==> config.mk <==
export PLATFORM = sky130hd
export DESIGN_NAME = axis_frame_arbiter
export DESIGN_NICKNAME = d
export VERILOG_FILES = /design/src/rtl/axis_arb_pkg.sv /design/src/rtl/axis_frame_arbiter_slice.sv /design/src/rtl/axis_frame_arbiter.sv
export SDC_FILE = /design/constraint.sdc
export NUM_CORES = 1
export LEC_CHECK = 0
export BUFFER_PORTS_ARGS = -buffer_cell sky130_fd_sc_hd__buf_2
export CORE_MARGIN = 10
export CORE_UTILIZATION = 45
export CTS_BUF_LIST = sky130_fd_sc_hd__clkbuf_8 sky130_fd_sc_hd__clkbuf_16
export DETAILED_ROUTE_END_ITERATION = 6
export HOLD_SLACK_MARGIN = 0.03
export PLACE_DENSITY = 0.83
export SETUP_SLACK_MARGIN = 0.3
export SLEW_MARGIN = 20
export SYNTH_ARGS = -nofsm -noshare
export SYNTH_HDL_FRONTEND = slang
export SYNTH_SLANG_ARGS = --single-unit
==> constraint.sdc <==
create_clock -name clk -period 2.4 [get_ports clk]
set_clock_uncertainty 0.05 [all_clocks]
set_input_delay 0 -clock clk [delete_from_list [all_inputs] [get_ports clk]]
set_output_delay 0 -clock clk [all_outputs]
set_load 0.01 [all_outputs]
==> src/rtl/axis_arb_pkg.sv <==
// ---------------------------------------------------------------------------
// axis_arb_pkg
// Shared types and helpers for the frame-level AXI-Stream arbiter.
//   arb_state_e : arbiter FSM states (idle / locked onto one source).
//   rr_pick     : round-robin search over a request vector, starting at ptr
//                 and wrapping from n_ports-1 back to 0.
// ---------------------------------------------------------------------------
package axis_arb_pkg;

    typedef enum logic {
        ARB_IDLE   = 1'b0,
        ARB_LOCKED = 1'b1
    } arb_state_e;

    // Request vectors are zero-extended to this width so one function
    // serves every port count up to 32.
    localparam int RR_MAX_PORTS = 32;

    // Returns the first index at or above ptr (modulo n_ports) whose request
    // bit is set. If nothing is requested, ptr is returned unchanged.
    function automatic int rr_pick(
        input logic [RR_MAX_PORTS-1:0] req,
        input int                      ptr,
        input int                      n_ports
    );
        int   pick;
        int   idx;
        logic found;
        pick  = ptr;
        found = 1'b0;
        for (int i = 0; i < RR_MAX_PORTS; i++) begin
            if (i < n_ports) begin
                idx = (ptr + i) % n_ports;
                if (!found && req[idx[4:0]]) begin
                    pick  = idx;
                    found = 1'b1;
                end
            end
        end
        return pick;
    endfunction

endpackage

==> src/rtl/axis_frame_arbiter_slice.sv <==
// ---------------------------------------------------------------------------
// axis_reg_slice
// Two-entry AXI-Stream skid buffer. Both ready and valid come straight from
// flops, so there is no combinational path between in_* and out_* handshakes.
// Ports:
//   clk, rst_n            : clock, asynchronous active-low reset
//   in_data/valid/ready   : upstream side (payload of WIDTH bits)
//   out_data/valid/ready  : downstream side
// ---------------------------------------------------------------------------
module axis_reg_slice #(
    parameter int WIDTH = 8
) (
    input  logic             clk,
    input  logic             rst_n,
    input  logic [WIDTH-1:0] in_data,
    input  logic             in_valid,
    output logic             in_ready,
    output logic [WIDTH-1:0] out_data,
    output logic             out_valid,
    input  logic             out_ready
);

    logic [WIDTH-1:0] mem_q [2];
    logic [WIDTH-1:0] mem_d [2];
    logic             rd_ptr_q, rd_ptr_d;
    logic             wr_ptr_q, wr_ptr_d;
    logic [1:0]       count_q, count_d;
    logic             push, pop;

    assign in_ready  = (count_q != 2'd2);
    assign out_valid = (count_q != 2'd0);
    // The head entry is never overwritten while held, which keeps out_data
    // stable across downstream stalls.
    assign out_data  = mem_q[rd_ptr_q];

    always_comb begin
        mem_d    = mem_q;
        rd_ptr_d = rd_ptr_q;
        wr_ptr_d = wr_ptr_q;
        push     = in_valid && in_ready;
        pop      = out_valid && out_ready;
        if (push) begin
            mem_d[wr_ptr_q] = in_data;
            wr_ptr_d        = ~wr_ptr_q;
        end
        if (pop) begin
            rd_ptr_d = ~rd_ptr_q;
        end
        count_d = count_q + {1'b0, push} - {1'b0, pop};
    end

    always_ff @(posedge clk or negedge rst_n) begin
        if (!rst_n) begin
            mem_q    <= '{default: '0};
            rd_ptr_q <= 1'b0;
            wr_ptr_q <= 1'b0;
            count_q  <= 2'd0;
        end else begin
            mem_q    <= mem_d;
            rd_ptr_q <= rd_ptr_d;
            wr_ptr_q <= wr_ptr_d;
            count_q  <= count_d;
        end
    end

endmodule

==> src/rtl/axis_frame_arbiter.sv <==
// ---------------------------------------------------------------------------
// axis_frame_arbiter
// Round-robin arbiter sharing one AXI-Stream byte channel between N_PORTS
// sources. A grant is held from the first beat of a frame through its tlast
// beat, so frames never interleave. The output goes through axis_reg_slice.
// Ports:
//   clk, rst_n                  : clock, asynchronous active-low reset
//   s_tdata/tvalid/tlast/tready : N_PORTS slave streams (port k at
//                                 s_tdata[k*DATA_WIDTH +: DATA_WIDTH])
//   m_tdata/tvalid/tlast/tready : merged master stream
//   m_tid                       : source port of the current master beat
// ---------------------------------------------------------------------------
module axis_frame_arbiter
    import axis_arb_pkg::*;
#(
    parameter  int N_PORTS    = 4,
    parameter  int DATA_WIDTH = 8,
    localparam int ID_WIDTH   = $clog2(N_PORTS)
) (
    input  logic                          clk,
    input  logic                          rst_n,
    input  logic [N_PORTS*DATA_WIDTH-1:0] s_tdata,
    input  logic [N_PORTS-1:0]            s_tvalid,
    input  logic [N_PORTS-1:0]            s_tlast,
    output logic [N_PORTS-1:0]            s_tready,
    output logic [DATA_WIDTH-1:0]         m_tdata,
    output logic                          m_tvalid,
    output logic                          m_tlast,
    output logic [ID_WIDTH-1:0]           m_tid,
    input  logic                          m_tready
);

    localparam int PAYLOAD_W = DATA_WIDTH + 1 + ID_WIDTH;

    arb_state_e                state_q, state_d;
    logic [ID_WIDTH-1:0]       rr_ptr_q, rr_ptr_d;
    logic [ID_WIDTH-1:0]       grant_q, grant_d;
    logic [RR_MAX_PORTS-1:0]   req_ext;
    logic [DATA_WIDTH-1:0]     sel_data;
    logic                      sel_last;
    logic                      slice_in_valid;
    logic                      slice_in_ready;
    logic [PAYLOAD_W-1:0]      slice_in_data;
    logic [PAYLOAD_W-1:0]      slice_out_data;

    always_comb begin
        req_ext              = '0;
        req_ext[N_PORTS-1:0] = s_tvalid;
    end

    assign sel_data      = s_tdata[grant_q*DATA_WIDTH +: DATA_WIDTH];
    assign sel_last      = s_tlast[grant_q];
    assign slice_in_data = {sel_data, sel_last, grant_q};

    always_comb begin
        state_d        = state_q;
        rr_ptr_d       = rr_ptr_q;
        grant_d        = grant_q;
        s_tready       = '0;
        slice_in_valid = 1'b0;
        case (state_q)
            ARB_IDLE: begin
                if (|s_tvalid) begin
                    grant_d = ID_WIDTH'(rr_pick(req_ext, int'(rr_ptr_q), N_PORTS));
                    state_d = ARB_LOCKED;
                end
            end
            ARB_LOCKED: begin
                // The grant survives a source dropping tvalid mid-frame; only
                // an accepted tlast beat releases it.
                slice_in_valid    = s_tvalid[grant_q];
                s_tready[grant_q] = slice_in_ready;
                if (slice_in_valid && slice_in_ready && sel_last) begin
                    // The port that just finished becomes lowest priority.
                    rr_ptr_d = (grant_q == ID_WIDTH'(N_PORTS - 1)) ? '0 : grant_q + 1'b1;
                    state_d  = ARB_IDLE;
                end
            end
            default: state_d = ARB_IDLE;
        endcase
    end

    always_ff @(posedge clk or negedge rst_n) begin
        if (!rst_n) begin
            state_q  <= ARB_IDLE;
            rr_ptr_q <= '0;
            grant_q  <= '0;
        end else begin
            state_q  <= state_d;
            rr_ptr_q <= rr_ptr_d;
            grant_q  <= grant_d;
        end
    end

    axis_reg_slice #(
        .WIDTH (PAYLOAD_W)
    ) u_slice (
        .clk       (clk),
        .rst_n     (rst_n),
        .in_data   (slice_in_data),
        .in_valid  (slice_in_valid),
        .in_ready  (slice_in_ready),
        .out_data  (slice_out_data),
        .out_valid (m_tvalid),
        .out_ready (m_tready)
    );

    assign m_tdata = slice_out_data[PAYLOAD_W-1 -: DATA_WIDTH];
    assign m_tlast = slice_out_data[ID_WIDTH];
    assign m_tid   = slice_out_data[ID_WIDTH-1:0];

endmodule

==> impl_metrics.py, run 1 <==
metrics = {
    "clock_tree": {
        "cts_setup_buffers": 0,
        "cts_resized": 0,
        "clockRootBuffer": "clkbuf_8",
        "clkSinkCount": 31,
        "clk_pin_slew_worst_paths_ps": 60,
        "numCtsBuffers": 5,
        "postCtsHoldBufs": 2,
        "insertion_delay_ps": 280,
        "clockBufferDepth": 2,
        "htree_levels": 2,
        "cts_tree": "done",
    },
    "logic_synthesis": {
        "synthFlopType": "dfrtp_1",
        "synth-edff-count": 0,
        "ys_seq_area_share_pct": 43.1,
        "async_flop_share_pct": 100,
        "synth_warnings": 0,
        "yosysUniqueCellTypes": 29,
        "synth_cells": 131,
        "ys_ff_latch": 31,
        "avgSynthCellArea_um2": 13.7,
        "syn-num-nets": 179,
        "syn_area_um2": 1800,
    },
    "status": {
        "status": "finished clean",
    },
    "routing": {
        "drtPass1Iterations": 2,
        "wl_per_cell_um": 17.6,
        "drt_drc_violations_left": 0,
        "via_per_inst": 5.36,
        "final_antenna_net_count": 0,
        "postRouteWirelength_um": 4270,
        "first_iter_violations": 42,
        "vias": 1302,
    },
    "critical_path": {
        "rr_worst_depth": 4,
        "worstSetupPathType": "reg2reg",
        "critPathArrivalTime_ps": 2030,
        "start_kind": "register",
        "cp-end-kind": "register",
        "cp_max_fo": 15,
        "crit-reg2reg-launch": "grant_q[0]$_DFFE_PN0P_",
        "cp.required_ps": 2510,
        "cp_slowest_cell": "mux4_2",
        "reg2reg_slack_ps": 490,
        "worstPathCellList": "buf_4 -> mux4_2 -> nand3_1 -> mux2_2",
        "slowest_delay_ps": 590,
        "path_delay_family": "multiplexers",
        "r2r_end": "rr_ptr_q[1]$_DFFE_PN0P_",
        "worstPathBufferInverterCount": 1,
    },
    "placed_design": {
        "dp_hpwl_um": 3230,
        "dp_slack_ps": 491,
        "gp_congestion": 0.869,
        "dp_cells": 233,
        "numPortBuffers": 58,
    },
    "run": {
        "cap_violations": 0,
    },
    "global_routing": {
        "antenna_found_initial": 0,
        "grt_pass1_vias": 1436,
        "overflow": 0,
        "track_usage_pct": 12.1,
        "grt_max_degree": 32,
        "grt_pass1_wl_um": 6920,
    },
    "timing": {
        "hold_violations": 0,
        "rsz0062_at_grt": "false",
        "max_freq_mhz": 523,
        "worst_pin_slew_ps": 674,
        "finalSetupViolations": 0,
        "slew_headroom_pct": 55.0,
        "layout_setup_ws_ps": 489,
        "drv_slew": 0,
        "holdWs_ps": 68.0,
        "finalSetupTns_ps": 0,
        "finalCriticalPeriod_ps": 1910,
        "fin_crit_sh_pct": 79.6,
    },
    "finish": {
        "drive_gt1_share_pct": 57.9,
        "fin_cells": 243,
        "diodes": 0,
        "final_common_cell": "buf_2",
        "final_nets": 242,
        "final_cell_mix": "buf_2, dfrtp_1, mux2_2",
        "n_fill_cell": 324,
        "synthToLayoutAreaGrowth_pct": 24.8,
    },
    "power_and_ir_drop": {
        "power_switching_w": 0.00111,
        "p_leak_nw": 1.10,
        "combinationalPowerShare_pct": 53.8,
        "swShare_pct": 35.6,
        "irDropWorstVdd_mv": 0.681,
        "p_clk_share_pct": 13.9,
        "p_per_area_nw_per_um2": 1390,
        "p_int_w": 0.00201,
        "pwr-share-seq_pct": 32.3,
    },
    "floorplanning": {
        "die_w_um": 83.3,
        "start_util_pct": 47.7,
        "core_area_um2": 3770,
        "die_area_um2": 6930,
        "die_y_um": 83.3,
        "io_pins": 59,
        "rows": 22,
    },
    "worst_hold_path": {
        "min_from": "s_tvalid[2]",
        "whs_endpoint": "state_q$_DFF_PN0_",
        "hold_path_depth": 4,
        "hp-class": "in2reg",
    },
}
[kinds of logic after synthesis]
family	after synthesis	share of synthesized area [%]
DFF	31	43.1
buffers and inverters	11	3.20
and+or+nand+nor	24	7.44
xor gates and xnor gates	4	1.95
muxes	47	37.8
AOI/OAI and AO/OA	9	3.06
adders and majority gates	5	3.47
[worst reg2reg max path: cells and delay by family, from the launching register on]
family / cells / cell delay (ps)
mux: 2 / 940
buf+inv: 1 / 270
simple gates: 1 / 180
flops: 1 / 360
[area by class of cell]
type	instances	area, um^2	area share [%]
timing repair buffer	62	325	14.5
clock inverter	1	3.75	0.167
multi-input combinational	89	967	43.0
clock buffer	7	96.3	4.29
inverter	5	18.8	0.835
sequential	31	776	34.5
tap	48	60.1	2.67
[cells in the mapped netlist (2+ instances only)]
library cell | instances | area, um^2
ha_1 | 5 | 62.6
nor2b_1 | 2 | 12.5
mux4_2 | 8 | 180
xor2_1 | 2 | 17.5
nand3_1 | 2 | 10.0
and3_1 | 4 | 25.0
and2_1 | 2 | 12.5
buf_1 | 2 | 7.51
nor2_1 | 4 | 15.0
mux4_1 | 2 | 52.6
mux2_2 | 26 | 293
inv_1 | 5 | 18.8
nand2b_1 | 3 | 18.8
xnor2_1 | 2 | 17.5
mux2_4 | 9 | 135
buf_6 | 2 | 22.5
mux2i_1 | 2 | 20.0
dfrtp_1 | 31 | 776
a21oi_1 | 5 | 25.0
nand2_1 | 4 | 15.0
[through the flow]
stage | util (%) | power, W | area (um^2)
detailed placement | 56.4 | 0.00270 | 2130
global route | 59.6 | 0.00334 | 2250
CTS | 59.6 | 0.00316 | 2250
floorplan | - | 0.00225 | 1800
finish | 59.6 | 0.00312 | 2250
global placement | 56.4 | 0.00264 | 2130
[worst max path at each step]
| stage | startpoint | endpoint | slack (ps) | cells past startpoint |
|---|---|---|---|---|
| after floorplan | grant_q[0]$_DFFE_PN0P_ | u_slice.mem_q[14]$_DFFE_PN0P_ | 490 | 4 |
| after global placement | grant_q[0]$_DFFE_PN0P_ | rr_ptr_q[1]$_DFFE_PN0P_ | 510 | 4 |
| after detailed placement | grant_q[0]$_DFFE_PN0P_ | rr_ptr_q[1]$_DFFE_PN0P_ | 490 | 4 |
| after CTS | grant_q[0]$_DFFE_PN0P_ | rr_ptr_q[1]$_DFFE_PN0P_ | 480 | 4 |
| after global routing | grant_q[0]$_DFFE_PN0P_ | rr_ptr_q[1]$_DFFE_PN0P_ | 410 | 4 |
| final | grant_q[0]$_DFFE_PN0P_ | rr_ptr_q[1]$_DFFE_PN0P_ | 490 | 4 |
[flip-flops by register name, summed over array words and instances (netlist names)]
signal / cells
state_q: 1
u_slice.mem_q: 22
grant_q: 2
u_slice.wr_ptr_q: 1
u_slice.count_q: 2
u_slice.rd_ptr_q: 1
rr_ptr_q: 2
[metal layers]
metal	up-vias	part of all wire (%)	GRT usage [%]
li1	602	-	-
met1	642	45	13.9
met2	52	45	19.0
met3	6	8.9	6.35
met4	0	0.84	3.23
met5	-	0	0
[power by group through the flow]
stage               combinational (W)  clock, W  sequential (W)
floorplan                     0.00132         0        0.000928
global placement              0.00164         0        0.000997
detailed placement            0.00169         0         0.00101
CTS                           0.00171  0.000449         0.00100
global route                  0.00183  0.000474         0.00104
finish                        0.00168  0.000435         0.00101
No activity file was read; power rests on OpenSTA's default activity.
==> run 2, diff against run 1 <==
--- a/config.mk
+++ b/config.mk
@@ -11,7 +11,7 @@
 export CTS_BUF_LIST = sky130_fd_sc_hd__clkbuf_8 sky130_fd_sc_hd__clkbuf_16
 export DETAILED_ROUTE_END_ITERATION = 6
 export HOLD_SLACK_MARGIN = 0.03
-export PLACE_DENSITY = 0.83
+export PLACE_DENSITY = 0.86
 export SETUP_SLACK_MARGIN = 0.3
 export SLEW_MARGIN = 20
 export SYNTH_ARGS = -nofsm -noshare
==> constraint.sdc (replaced) <==
create_clock -name clk -period 1.7 [get_ports clk]
set_clock_uncertainty 0.05 [all_clocks]
set_input_delay 0 -clock clk [delete_from_list [all_inputs] [get_ports clk]]
set_output_delay 0 -clock clk [all_outputs]
set_load 0.01 [all_outputs]
==> run 2 against run 1 <==
  * The run now ends with negative setup slack left
  * Sequential power rose by 37%
  * Non-clock buffer count rose by 21
  * First-iteration DRC count rose by 7.1%
  * Worst setup slack got worse by 580 ps
  * Sequential cell count did not move
  * Sequential share of layout area fell by 3.2 points
  * Critical path depth rose by 1
  * Critical endpoint is now u_slice.mem_q[12]$_DFFE_PN0P_
  * Largest cell class unchanged
==> impl_metrics.py, run 2 (synthesis results as in run 1) <==
metrics = {
    "finish": {
        "final_nets": 263,
        "largest_register_ffs": 22,
        "final_common_cell": "buf_2",
        "drive_gt1_share_pct": 65.1,
        "final_cell_mix": "buf_2, dfrtp_1, mux2_2",
        "top_register": "u_slice.mem_q",
        "utilization_pct": 65.9,
        "diodes": 0,
        "final_cell_area_um2": 2480,
        "synthToLayoutAreaGrowth_pct": 37.9,
    },
    "timing": {
        "finalCriticalPeriod_ps": 1790,
        "fin_crit_sh_pct": 106,
        "slew_headroom_pct": 55.4,
        "max_freq_mhz": 557,
        "worst_pin_slew_ps": 669,
        "finalSetupViolations": 24,
        "layout_setup_ws_ps": -94.1,
        "hold_violations": 0,
        "drv_slew": 0,
        "rsz0062_at_grt": "true",
        "finalSetupTns_ps": -1580,
    },
    "routing": {
        "drtPass1Iterations": 4,
        "first_iter_violations": 45,
        "drt_drc_violations_left": 0,
        "wl_per_cell_um": 17.3,
        "postRouteWirelength_um": 4550,
        "vias": 1402,
        "via_per_inst": 5.33,
        "final_antenna_net_count": 0,
        "top_layer": "met4",
        "wl_met3_um": 412,
        "met2_wirelength_um": 2090,
        "met1Wirelength_um": 2000,
    },
    "power_and_ir_drop": {
        "finalPower_w": 0.00500,
        "p_leak_nw": 1.22,
        "irDropWorstVdd_mv": 0.795,
        "p_per_area_nw_per_um2": 2010,
    },
    "critical_path": {
        "critPathArrivalTime_ps": 1900,
        "worstSetupPathType": "reg2reg",
        "reg2reg_slack_ps": -90,
        "start_kind": "register",
        "cp-end-kind": "register",
        "cp.required_ps": 1810,
        "rr_worst_depth": 5,
        "cp_max_fo": 5,
    },
    "global_routing": {
        "antenna_found_initial": 0,
        "overflow": 0,
        "grt_max_degree": 32,
        "grt_pass1_vias": 1590,
        "grt_pass1_wl_um": 7730,
        "track_usage_pct": 13.5,
    },
    "floorplanning": {
        "die_w_um": 83.3,
        "io_pins": 59,
        "start_util_pct": 47.7,
        "rows": 22,
        "die_area_um2": 6930,
        "die_y_um": 83.3,
        "core_area_um2": 3770,
    },
    "placed_design": {
        "numPortBuffers": 58,
        "dp_hpwl_um": 3560,
        "gp_congestion": 0.842,
        "placed_cell_area_um2": 2220,
    },
    "clock_tree": {
        "clockRootBuffer": "clkbuf_8",
        "clk_pin_slew_worst_paths_ps": 60,
        "clkSinkCount": 31,
        "clockBufferDepth": 2,
        "insertion_delay_ps": 280,
        "htree_levels": 2,
        "numCtsBuffers": 5,
        "cts_tree": "done",
    },
    "worst_hold_path": {
        "hp-class": "in2reg",
        "hold_path_depth": 4,
    },
    "run": {
        "cap_violations": 0,
    },
    "status": {
        "status": "finished, violations left",
        "failed_checks": "negative setup slack",
    },
}
[run 2: changes by cell type in the layout (fill, tap and decap cells not counted), sizes merged]
cell and change:
buf +21, clkbuf -1, clkinv +1, inv -1
[run 2: path summary, 6_finish.rpt]
kind / startpoint / to
min: s_tvalid[2] / state_q$_DFF_PN0_
max in group asynchronous: rst_n / u_slice.rd_ptr_q$_DFFE_PN0P_
max reg2reg: grant_q[0]$_DFFE_PN0P_ / u_slice.mem_q[12]$_DFFE_PN0P_
min reg2reg: u_slice.mem_q[7]$_DFFE_PN0P_ / u_slice.mem_q[7]$_DFFE_PN0P_
max: grant_q[0]$_DFFE_PN0P_ / u_slice.mem_q[12]$_DFFE_PN0P_
min in group asynchronous: rst_n / u_slice.mem_q[19]$_DFFE_PN0P_
[run 2: layout make-up]
| type | instances | area (um^2) |
|---|---|---|
| Fill cell | 289 | 1290 |
| Multi-Input combinational cell | 89 | 993 |
| Sequential cell | 31 | 777 |
| Timing Repair Buffer | 83 | 547 |
| Clock buffer | 6 | 82.6 |
| Tap cell | 48 | 60.1 |
| Inverter | 5 | 18.8 |
| Clock inverter | 1 | 5.00 |
[run 2: routing by layer]
metal,vias up,GRT usage (%)
met1,674,16.1
li1,657,-
met3,7,6.05
met2,64,21.3
met4,0,3.69
met5,-,0
[run 2: what timing repair did]
action	CTS	global route
resized for setup	8	5
gates cloned	0	0
setup endpoints to repair	43	33
hold buffers	2	0
pin swaps	2	1
buffers inserted	10	3
hold endpoints to repair	32	0
[run 2: power by group]
| part | leakage [nW] | internal [W] | switching (W) |
|---|---|---|---|
| clock network | 0.0470 | 0.000317 | 0.000251 |
| logic | 0.805 | 0.00185 | 0.00120 |
| registers | 0.365 | 0.00113 | 0.000245 |
[run 2: worst max-delay path, stage by stage, from the launching register on]
cell and delay (ps):
dfrtp_1 390, mux4_2 550, nand3_2 90, or2_4 170, buf_12 130, mux2_4 290
[run 2: metrics by stage]
stage               hold WS [ps]  worst slack [ps]  std cells
detailed placement          23.8              -122        241
global placement            15.8             -53.1        241
global route                84.1              -159        263
finish                      50.0             -94.1        263
CTS                         38.1             -81.7        260
floorplan                   -346              -162        131
